`src/rtl/bcd_stopwatch.sv`:
```
`default_nettype none
// +-------------------------------------------------------------------------+
// | bcd_stopwatch: parametrised BCD stopwatch with prescaler, load and lap   |
// | Revision: 1.0                                                            |
// +-------------------------------------------------------------------------+
module bcd_stopwatch #(
  parameter int                DIGITS   = 4,
  parameter logic [DIGITS-1:0] SIX_MASK = 4'b0100,
  parameter int                PRESCALE = 1
) (
  input  logic                  clkin,
  input  logic                  clr,
  input  logic                  start_stop,
  input  logic                  lap,
  input  logic                  dir,
  input  logic                  load,
  input  logic [4*DIGITS-1:0]   load_val,
  output logic [4*DIGITS-1:0]   cnt,
  output logic [4*DIGITS-1:0]   disp,
  output logic                  running,
  output logic                  lap_active,
  output logic                  cn
);

  localparam int PS_W = (PRESCALE > 1) ? $clog2(PRESCALE) : 1;
  localparam logic [PS_W-1:0] PS_MAX = PS_W'(PRESCALE - 1);

  logic [PS_W-1:0]     presc;
  logic [4*DIGITS-1:0] held;
  logic [4*DIGITS-1:0] step_val;
  logic [4*DIGITS-1:0] clamp_val;
  logic [DIGITS:0]     chain;
  logic                tick;

  assign tick     = running && (presc == PS_MAX);
  assign chain[0] = 1'b1;

  // chain[i] is high when every digit below i sits at its roll point for
  // the current direction; chain[DIGITS] therefore marks a full-range wrap.
  for (genvar i = 0; i < DIGITS; i++) begin : g_digit
    localparam logic [3:0] DMAX = SIX_MASK[i] ? 4'd5 : 4'd9;
    logic [3:0] d;
    logic [3:0] ld;

    assign d  = cnt[4*i +: 4];
    assign ld = load_val[4*i +: 4];

    assign chain[i+1] = chain[i] & (dir ? (d == 4'd0) : (d == DMAX));

    assign step_val[4*i +: 4] = !chain[i] ? d :
                                dir       ? ((d == 4'd0) ? DMAX : d - 4'd1) :
                                            ((d == DMAX) ? 4'd0 : d + 4'd1);

    assign clamp_val[4*i +: 4] = (ld > DMAX) ? DMAX : ld;
  end

  always_ff @(posedge clkin) begin
    if (clr) begin
      cnt        <= '0;
      held       <= '0;
      presc      <= '0;
      running    <= 1'b0;
      lap_active <= 1'b0;
      cn         <= 1'b0;
    end else begin
      cn <= 1'b0;
      if (start_stop) begin
        running <= ~running;
      end
      // A load wins over a coincident tick and restarts the prescale period.
      if (load) begin
        cnt   <= clamp_val;
        presc <= '0;
      end else if (tick) begin
        cnt   <= step_val;
        presc <= '0;
        cn    <= chain[DIGITS];
      end else if (running) begin
        presc <= presc + 1'b1;
      end
      if (lap) begin
        if (!lap_active) begin
          held <= cnt;
        end
        lap_active <= ~lap_active;
      end
    end
  end

  assign disp = lap_active ? held : cnt;

endmodule
`default_nettype wire
```
`config.mk`:
```
export PLATFORM = sky130hd
export DESIGN_NAME = bcd_stopwatch
export DESIGN_NICKNAME = d
export VERILOG_FILES = /design/src/rtl/bcd_stopwatch.sv
export SDC_FILE = /design/constraint.sdc
export NUM_CORES = 1
export LEC_CHECK = 0
export CAP_MARGIN = 20
export CORE_MARGIN = 1
export CORE_UTILIZATION = 45
export DETAILED_ROUTE_END_ITERATION = 12
export PLACE_DENSITY = 0.77
export SLEW_MARGIN = 40
export SYNTH_ARGS = -nofsm -noshare
export SYNTH_HDL_FRONTEND = slang
export SYNTH_SLANG_ARGS = --single-unit
```
`constraint.sdc`:
```
create_clock -name clkin -period 1.92 [get_ports clkin]
set_clock_uncertainty 0.05 [all_clocks]
set_input_delay 0.384 -clock clkin [delete_from_list [all_inputs] [get_ports clkin]]
set_output_delay 0.384 -clock clkin [all_outputs]
set_load 0.02 [all_outputs]
```
# After elaboration in Yosys (flattened, before gate mapping)

Index checks and enable logic that the tools add are counted.

Bits in registers: 36
Input port bits: 22
Output and inout port bits: 35
Logic and storage cells: 73

Add/sub/neg operators: 9
Magnitude comparators: 4
Equal/unequal tests: 4
Mux-type cells: 26
Bitwise operators: 7
Reductions and logical operators: 14

Operators with widths:

| cell                                                | count |
|---|---|
| two-way mux 4 bit                                   | 19 |
| two-way mux 16 bit                                  | 3 |
| adder 4 x 1 -> 4 bit (second input constant)        | 4 |
| zero test 4 bit                                     | 4 |
| subtractor 4 x 1 -> 4 bit (second input constant)   | 4 |
| == test 4 bit (second input constant)               | 3 |
| > comparator 4 bit (second input constant)          | 3 |
| nonzero test 2 bit                                  | 4 |
| AND reduction 2 bit                                 | 3 |
| OR reduction 3 bit                                  | 2 |
| == test 4 x 3 -> 1 bit (second input constant)      | 1 |
| > comparator 4 x 3 -> 1 bit (second input constant) | 1 |
| two-way mux 1 bit                                   | 4 |
| inverter 1 bit                                      | 4 |
| AND 1 bit                                           | 3 |
| adder 1 bit (second input constant)                 | 1 |
| logical AND 1 bit                                   | 1 |

# Depth between registers and ports, before layout

Gate-level depths: netlist of the first run.

Depth after elaboration: 7
Mapped depth: 7
Depth with buffers taken out: 4

# Least setup slack after synthesis of the first run

OpenSTA, ideal clock, no wires.

Path kind: reg-to-output
Start: register lap_active
End: output port disp[10]
Arrival time: 1,557 ps
Required time: 1,486 ps
Path slack: -71 ps
Stages on the path, launching flop included: 4
Path buffers: 2
Cells stage by stage: dfxtp_1 -> clkbuf_1 -> buf_1 -> mux2_2

Cells in the longest elaborated chain, start to end: 1

RTL lines:

| what                   | RTL line | source |
|---|---|---|
| from (decl)            | 21       | `output logic lap_active,` |
| from (signal assigned) | 85       | `lap_active <= ~lap_active;` |
| two-way mux 16 bit     | n/a      |  |
| to (decl)              | 19       | `output logic [4*DIGITS-1:0] disp,` |

No other way between the ends.

# Final worst setup path of the first run

Start: register cnt[1]
End: output port cnt[1]

RTL lines:

| what                   | RTL line | source |
|---|---|---|
| from (decl)            | 18       | `output logic [4*DIGITS-1:0] cnt,` |
| from (signal assigned) | 72       | `cnt <= clamp_val;` |
| from (signal assigned) | 75       | `cnt <= step_val;` |

No word-level cell between the ends.

==> impl_results.md, run 1 <==
- Setup WS pre-CTS: -0.3880 ns
- MaxCap Viol Count: 0
- # setup viols final: 0
- Die height: around 74 um
- Top Ports: 57
- H-tree Lvls: 2
- Worst vdd ir: 461.7 uV
- Predominant post-synthesis flop cell: dfxtp_1
- Period minus WS final: 1.895 ns
- Port Buf Inserts: 56
- Post-Syn Area: 2359 sq um
- Total track usage: 0.2764
- Final WS setup: 0.02452 ns
- Critical Path End: cnt[1]
- Critical Path RT: 1.49 ns
- Crit path kind: flop to primary output
- Share of the synthesized area in the top cell type: 0.3056
- Worst skew pair latency: 0.30 ns
- Crit path max fanout: 4
- Max Clk Rate: 527.6 MHz
- HPWL reported at the end of detailed placement: about 5.2 mm
- Synth warn: 0
- Area Growth Syn to Fin: 44.35%
- Mapped Nets: 320
- Total die area: approximately 5500 sq um
- Largest net degree at the start of global routing: 23
- Post-synth EDFFs: 0
- Vias in the first global route: 2,472
- Syn Inst Count: 298
- Detail Route Antenna Nets: 0
- Number of library cell types mapped by synthesis: 57
- Post-layout util: 0.6977
- Core area: 4880 sq um
- Wire length per cell: between 15 and 20 um
- Clock-pin slew on the worst setup and hold paths: around 0.07 ns
- Diodes inserted: 0
- Slew Viols, Final: 0
- Design Power: between 2000 and 2500 uW
- # rows: 25
- Clock Tree Root: clkbuf_8
- Vias per std cell: 5.836
- Post-synthesis sequential area ratio: 0.3056
- Hold path start: held[6]$_SDFFE_PP0P_
- Reg-to-reg endpoint: cnt[12]$_SDFFE_PP0P_
- Top cells by area, synth: dfxtp_1 (31%), mux2_2 (6.7%), nand2_1 (6.0%)
- Final Hold Vio Count: 0
- Antenna violations before repair: 0
- Pin slew with the least headroom to its limit: 0.6138 ns
- Setup crit start: cnt[1]$_SDFFE_PP0P_
- Reg-to-reg slack, setup: 0.06 ns
- CTS sink cnt: 36
- Die X: 74.40 um
- Share of layout cells above drive strength 1: 0.2442
- Crit end category: primary output
- Global-route wire length before repair: 11.52 mm
- Ys async rst share: 0
- CTS Buf Count: 5
- Most numerous cell in the Yosys netlist: nand2_1
- Reg-to-Reg Start: presc$_SDFFE_PP0P_
- GPL Wtd Cong: 0.9105
- Starting Density: 0.4833
- Vias: 2,638
- Synthesized area per cell: 7.914 sq um
- Grt ovf: 0
- Synth top cells by count: nand2_1 (38), dfxtp_1 (36), a21oi_1 (27)
- Critical Path AT: 1.46 ns
- Rel. slew slack: 0.5908
- Pwr per Cell Area: 594.7 nW/um^2
- Worst-case reg-to-reg path depth: 4
- Nets@finish: 406
- CP Launch Type: flop
- Drt pass-1 iters: 4
- CTS tree: done
- Initial drt markers: 182
- Yosys top cell by area: dfxtp_1
- Residual DRC count: 0
- Status: completed
- Seq cells post-synth: 36
- HP Class: flop to flop
- Final Cycle Share: 0.9872
- Static Leak: 0.001412 uW
- Clock Tree Buf Depth: 2
- Cts hold-fix bufs: 0
- Total Wirelength: 7.205 mm
## final cells by class
class	count	area (sq um)
clock inverter	3	18.77
inverter	5	18.77
multi-input combinational	226	1505
fill	438	1475
timing repair buffer	110	977.2
tap	67	83.83
clock buffer	5	68.82
sequential	36	732.0
## worst min-delay path by stage
stage / depth (start not counted) / endpoint / slack, ns
finish: 2 / held[6]$_SDFFE_PP0P_ / 0.41
global route: 2 / held[15]$_SDFFE_PP0P_ / 0.43
CTS: 2 / held[8]$_SDFFE_PP0P_ / 0.41
detailed placement: 2 / held[8]$_SDFFE_PP0P_ / 0.40
global placement: 2 / held[14]$_SDFFE_PP0P_ / 0.39
floorplan: 2 / held[0]$_SDFFE_PP0P_ / 0.38
## state kept, by name (all words and copies together) (netlist names)
register    count
cn              1
cnt            16
held           16
lap_active      1
presc           1
running         1
## routing by layer
metal	part of all wire	global-route usage	up-vias
met5	0	0	-
met4	0.034	0.1300	0
met3	0.079	0.04201	23
met2	0.47	0.4675	122
met1	0.42	0.3441	1244
li1	-	-	1249
## metrics by stage
step	TNS [ns]	instances	area (sq um)	hold slack (ns)
floorplan	0	298	2360	0.3829
global placement	-3.246	440	3258	0.3892
detailed placement	-3.564	440	3258	0.3952
CTS	0	452	3388	0.4078
global route	-0.01610	452	3405	0.4289
finish	0	452	3405	0.4077
## worst max-delay path, cell delays in order (launching register included)
cell             delay [ns]
dfxtp_1                0.41
buf_4                  0.16
clkdlybuf4s50_1        0.60
## logic make-up after synthesis
logic type,Yosys count,share of synthesized area
AOI/OAI and AO/OA,86,0.2403
xor gates and xnor gates,9,0.03342
buffers and inverters,36,0.06419
DFF,36,0.3056
muxes,15,0.07109
and+or+nand+nor,116,0.2854
## power by group
| part | leakage (uW) | switching [uW] | internal, uW |
|---|---|---|---|
| combinational | 0.00107 | 312 | 317 |
| sequential | 0.000297 | 58.3 | 786 |
| clock | 0.0000479 | 298 | 253 |
## cells in the final DEF (no fill, tap or decap), types with 3 or more instances in the layout
cell type        synthesis  final
a21oi_1                 27     27
a221oi_1                 5      5
a31oi_1                  5      5
and3b_1                  4      4
buf_4                    0     51
clkbuf_8                 0      5
clkdlybuf4s15_1          0      7
clkdlybuf4s50_1          0     33
dfxtp_1                 36     29
dfxtp_2                  0      6
dlygate4sd2_1            0     11
dlymetal6s2s_1           0      4
inv_1                    5      5
mux2_2                  14     14
nand2_1                 38     38
nand2b_1                12     12
nand3_1                  5      5
nand3b_1                 4      4
nor2_1                  16     16
nor2b_1                 10     10
nor4b_1                  4      3
o211ai_1                 3      3
o21a_1                   4      4
o21ai_0                 18     18
xnor2_1                  7      7
## repair_timing
item	in CTS	in global routing
gates resized for setup	32	13
cloned	1	0
hold endpoints to repair	0	0
setup endpoints to repair	28	13
setup buffers	3	0
pin swaps	2	0
Note: power is estimated with default switching activity, not from simulation.
==> run 2, diff against run 1 <==
--- a/config.mk
+++ b/config.mk
@@ -10,6 +10,7 @@
 export CORE_UTILIZATION = 45
 export DETAILED_ROUTE_END_ITERATION = 12
 export PLACE_DENSITY = 0.77
+export SKIP_CTS_REPAIR_TIMING = 1
 export SLEW_MARGIN = 40
 export SYNTH_ARGS = -nofsm -noshare
 export SYNTH_HDL_FRONTEND = slang
==> impl_results.md, run 2 (synthesized netlist as in run 1, its figures left out) <==
- Port Buf Inserts: 56
- Largest registers: cnt x16, held x16
- Most common cell after layout, fill and taps aside: buf_4
- Crit-path max cell delay: about 0.60 ns
- Sw frac: 0.3291
- Max Clk Rate: 528.6 MHz
- Nets@finish: a little over 400
- Final Cycle Share: 0.9852
- CP cell instances: buf_4, clkdlybuf4s50_1
- Pin slew with the least headroom to its limit: 0.6046 ns
- Drt pass-1 iters: 4
- Combinational power share: 0.317
- Status: completed
- Crit end category: primary output
- CP Launch Type: flop
- Net Switching: 672.7 uW
- Seq pwr share: 0.413
- Antenna violations before repair: 0
- Design Power: 2044 uW
- Clk pwr share: 0.270
- Largest net degree at the start of global routing: 23
- MaxCap Viol Count: 0
- Vias: 2,608
- Pwr per Cell Area: between 500 and 600 nW/um^2
- Detail Route Antenna Nets: 0
- Diodes inserted: 0
- CTS tree: done
- Clock-pin slew on the worst setup and hold paths: 0.07 ns
- Critical Path AT: about 1.5 ns
- Final Hold Vio Count: 0
- Clock Tree Root: clkbuf_8
- Setup tns final: 0 ns
- Static Leak: 0.001661 uW
- Worst vdd ir: 467.0 uV
- Crit path buf inv count: 2
- Final std cells w/o fill: 453
- Total track usage: 0.2690
- Die X: ~74 um
- DP Cell Count: 440
- H-tree Lvls: 2
- HP Class: flop to flop
- Die height: ~74 um
- Vias per std cell: 5.757
- Rel. slew slack: 0.5969
- Residual DRC count: 0
- Slew Viols, Final: 0
- Worst skew pair latency: 0.30 ns
- CTS sink cnt: 36
- Crit path kind: flop to primary output
- CP max stage cell: clkdlybuf4s50_1
- Critical Path RT: 1.49 ns
- Global-route wire length before repair: 11.25 mm
- Grt ovf: 0
- Starting Density: 0.4833
- Top Ports: 57
- Wire length per cell: 16.06 um
- GPL Wtd Cong: 0.9105
- Post-layout util: 0.7149
- Most frequent cells in the layout: buf_4 (52), nand2_1 (38), clkdlybuf4s50_1 (33), dfxtp_1 (29), a21oi_1 (27)
- # rows: 25
- Top Family by Delay on Critical Path: buffers and inverters
- Vias in the first global route: 2,391
- HPWL reported at the end of detailed placement: 5.217 mm
- Clock Tree Buf Depth: 2
- Total die area: 5535 sq um
- Core area: approximately 4900 sq um
- Internal power: 1372 uW
- Initial drt markers: around 190
- Period minus WS final: 1.892 ns
- # setup viols final: 0
- Crit path max fanout: 4
- Area Growth Syn to Fin: 47.90%
- Total Wirelength: 7.274 mm
- CTS Buf Count: 5
- Share of layout cells above drive strength 1: 0.2487
## run 2: cell types whose count changed in the layout (fill, tap and decap cells not counted), sizes merged
cell           before  now
dlymetal6s2s        4   23
clkdlybuf4s15       7    0
dlygate4sd2        11    0
clkbuf              6    5
buf                54   55
## run 2: power groups by stage
stage | sequential, uW | clock (uW) | combinational [uW]
after floorplan | 856 | 0 | 331
after global placement | 854 | 0 | 618
after detailed placement | 856 | 0 | 628
after CTS | 839 | 557 | 631
after global routing | 850 | 583 | 698
final | 845 | 552 | 648
## run 2: path summary, 6_finish.rpt
check / from / cells past startpoint / to / slack, ns
worst min-delay path: held[6]$_SDFFE_PP0P_ / 2 / held[6]$_SDFFE_PP0P_ / 0.41
worst min register to register: held[6]$_SDFFE_PP0P_ / 2 / held[6]$_SDFFE_PP0P_ / 0.41
worst max register to register: cnt[7]$_SDFFE_PP0P_ / 4 / cnt[13]$_SDFFE_PP0P_ / 0.09
worst max-delay path: cnt[1]$_SDFFE_PP0P_ / 2 / cnt[1] / 0.03
## run 2: final cells by class
| type | instances | area (sq um) |
|---|---|---|
| fillers | 418 | 1391 |
| inverters | 5 | 18.77 |
| multi-input cells | 226 | 1521 |
| clock buffers | 5 | 68.82 |
| flip-flops and latches | 36 | 732.0 |
| repair buffers | 111 | 1045 |
| well taps | 67 | 83.83 |
| clock inverters | 3 | 18.77 |
## run 2: per-layer routing
layer  track usage  part of all wire
met5             0                 0
met3       0.04472             0.065
met4        0.1069             0.020
met2        0.4565              0.48
met1        0.3391              0.43
## run 2: metrics by stage
step                hold WS, ns  setup WS [ns]  instance area [sq um]
finish                   0.4066        0.02837                   3488
global route             0.4289       -0.01034                   3488
CTS                      0.4078        -0.2798                   3346
detailed placement       0.3952        -0.3880                   3258
global placement         0.3892        -0.3600                   3258
floorplan                0.3829        0.02520                   2360
## run 2: tightest hold or removal path, delay by kind of cell (launching register included)
kind,cells,cell delay [ns]
AOI/OAI and AO/OA,1,0.05
DFF,1,0.31
and+or+nand+nor,1,0.05
==> run 3, diff against run 2 <==
--- a/config.mk
+++ b/config.mk
@@ -6,6 +6,7 @@
 export NUM_CORES = 1
 export LEC_CHECK = 0
 export CAP_MARGIN = 20
+export CORE_ASPECT_RATIO = 0.6
 export CORE_MARGIN = 1
 export CORE_UTILIZATION = 45
 export DETAILED_ROUTE_END_ITERATION = 12
==> impl_results.md, run 3 (synthesized netlist as in run 1, its figures left out) <==
- Static Leak: 0.001600 uW
- Total Wirelength: 7.242 mm
- Crit path max fanout: 8
- Crit-path max cell delay: between 0.5 and 0.6 ns
- Hold depth: 2
- Pin slew with the least headroom to its limit: roughly 0.66 ns
- Grt ovf: 0
- Initial drt markers: about 170
- Total die area: 5544 sq um
- Clock-pin slew on the worst setup and hold paths: approximately 0.070 ns
- Pwr per Cell Area: 625.7 nW/um^2
- Largest registers: cnt x16, held x16
- CP Launch Type: flop
- Crit path kind: flop to flop
- Vias in the first global route: around 2,300
- Worst-case reg-to-reg path depth: 6
- MaxCap Viol Count: 0
- Global-route wire length before repair: around 11 mm
- Hold Worst Slack: 0.4052 ns
- Crit end category: flop
- Slew Viols, Final: 0
- Final Hold Vio Count: 0
- Worst vdd ir: 480.8 uV
- Critical Path RT: 2.05 ns
- Share of layout cells above drive strength 1: 0.2388
- Clock Tree Buf Depth: 2
- Hold path start: held[13]$_SDFFE_PP0P_
- Status: completed
- Final WS setup: 0.02628 ns
- Rel. slew slack: 0.5588
- HPWL reported at the end of detailed placement: 5.234 mm
- Residual DRC count: 0
- Drt pass-1 iters: 5
- HP Class: flop to flop
- Most frequent cells in the layout: buf_4 (48), nand2_1 (38), clkdlybuf4s50_1 (35), dfxtp_1 (28), a21oi_1 (27)
- Area Growth Syn to Fin: 46.95%
- Die X: 95.46 um
- Port Buf Inserts: 56
- Clock Tree Root: clkbuf_8
- Nets@finish: 402
- Most common cell after layout, fill and taps aside: buf_4
- Die height: around 58 um
- CP max stage cell: or4_1
- Top Ports: 57
- Reg-to-Reg Start: cnt[2]$_SDFFE_PP0P_
- Total track usage: 0.2686
- CTS sink cnt: 36
- Detail Route Antenna Nets: 0
- Reg-to-reg slack, setup: between 0.02 and 0.03 ns
- Final Cycle Share: 0.9863
- Core area: 4802 sq um
- Antenna violations before repair: 0
- CTS Buf Count: 5
- Critical Path AT: 2.02 ns
- # rows: 19
- Diodes inserted: 0
- CTS tree: done
- WHS Endpoint: held[13]$_SDFFE_PP0P_
- CP cell instances: nor4b_4, buf_4, buf_4, o21ai_2, or4_1, o311a_1
- Setup WS pre-CTS: -0.5119 ns
- Starting Density: 0.4911
- Vias: 2,597
- CP most frequent cell: buf_4
- Reg-to-reg endpoint: cnt[13]$_SDFFE_PP0P_
- Wire length per cell: 16.31 um
- Max Clk Rate: 528.1 MHz
- # setup viols final: 0
- Largest net degree at the start of global routing: 23
- Vias per std cell: 5.849
- Period minus WS final: 1.894 ns
- H-tree Lvls: 2
- GPL Wtd Cong: around 0.91
- Worst skew pair latency: 0.29 ns
run 3: final cells by class:
cell class	count	area, sq um
Timing Repair Buffer	106	1005
Inverter	5	18.77
Sequential cell	36	733.2
Tap cell	63	78.83
Fill cell	359	1336
Clock inverter	2	35.03
Multi-Input combinational cell	226	1523
Clock buffer	6	72.57
run 3: layer usage:
metal	up-vias	share of wire	global-route usage
met5	-	0	0
met4	0	0.013	0.08955
met3	14	0.094	0.06824
met2	122	0.43	0.3918
met1	1210	0.46	0.3850
li1	1251	-	-
run 3: worst max path at each step:
| stage | start | end | cells past startpoint |
|---|---|---|---|
| after detailed placement | dir | cnt[13]$_SDFFE_PP0P_ | 5 |
| after CTS | lap_active$_SDFFE_PP0P_ | disp[14] | 3 |
| after global routing | cnt[2]$_SDFFE_PP0P_ | cnt[12]$_SDFFE_PP0P_ | 6 |
| after global placement | dir | cnt[3]$_SDFFE_PP0P_ | 5 |
| final | cnt[2]$_SDFFE_PP0P_ | cnt[13]$_SDFFE_PP0P_ | 6 |
| after floorplan | cnt[3]$_SDFFE_PP0P_ | cnt[12]$_SDFFE_PP0P_ | 5 |
run 3: where the power goes:
part	total [uW]	switching, uW	internal [uW]
clock	670	285	385
sequential	841	54.5	787
combinational	657	323	335
run 3: through the flow:
| stage | utilization | TNS (ns) | area [sq um] | instances | power (uW) |
|---|---|---|---|---|---|
| after global placement | 0.6712 | -4.701 | 3223 | 432 | 1472 |
| final | 0.7217 | 0 | 3466 | 444 | 2169 |
| after global routing | 0.7217 | -0.02227 | 3466 | 444 | 2261 |
| after CTS | 0.6936 | -5.524 | 3331 | 440 | 2145 |
| after detailed placement | 0.6712 | -5.674 | 3223 | 432 | 1483 |
| after floorplan | - | 0 | 2360 | 298 | 1187 |
run 3: worst max-delay path: cells and delay by family (launching register included):
kind,cells,cell delay (ns)
flops,1,0.39
buf+inv,2,0.29
simple gates,2,0.83
compound gates,2,0.22
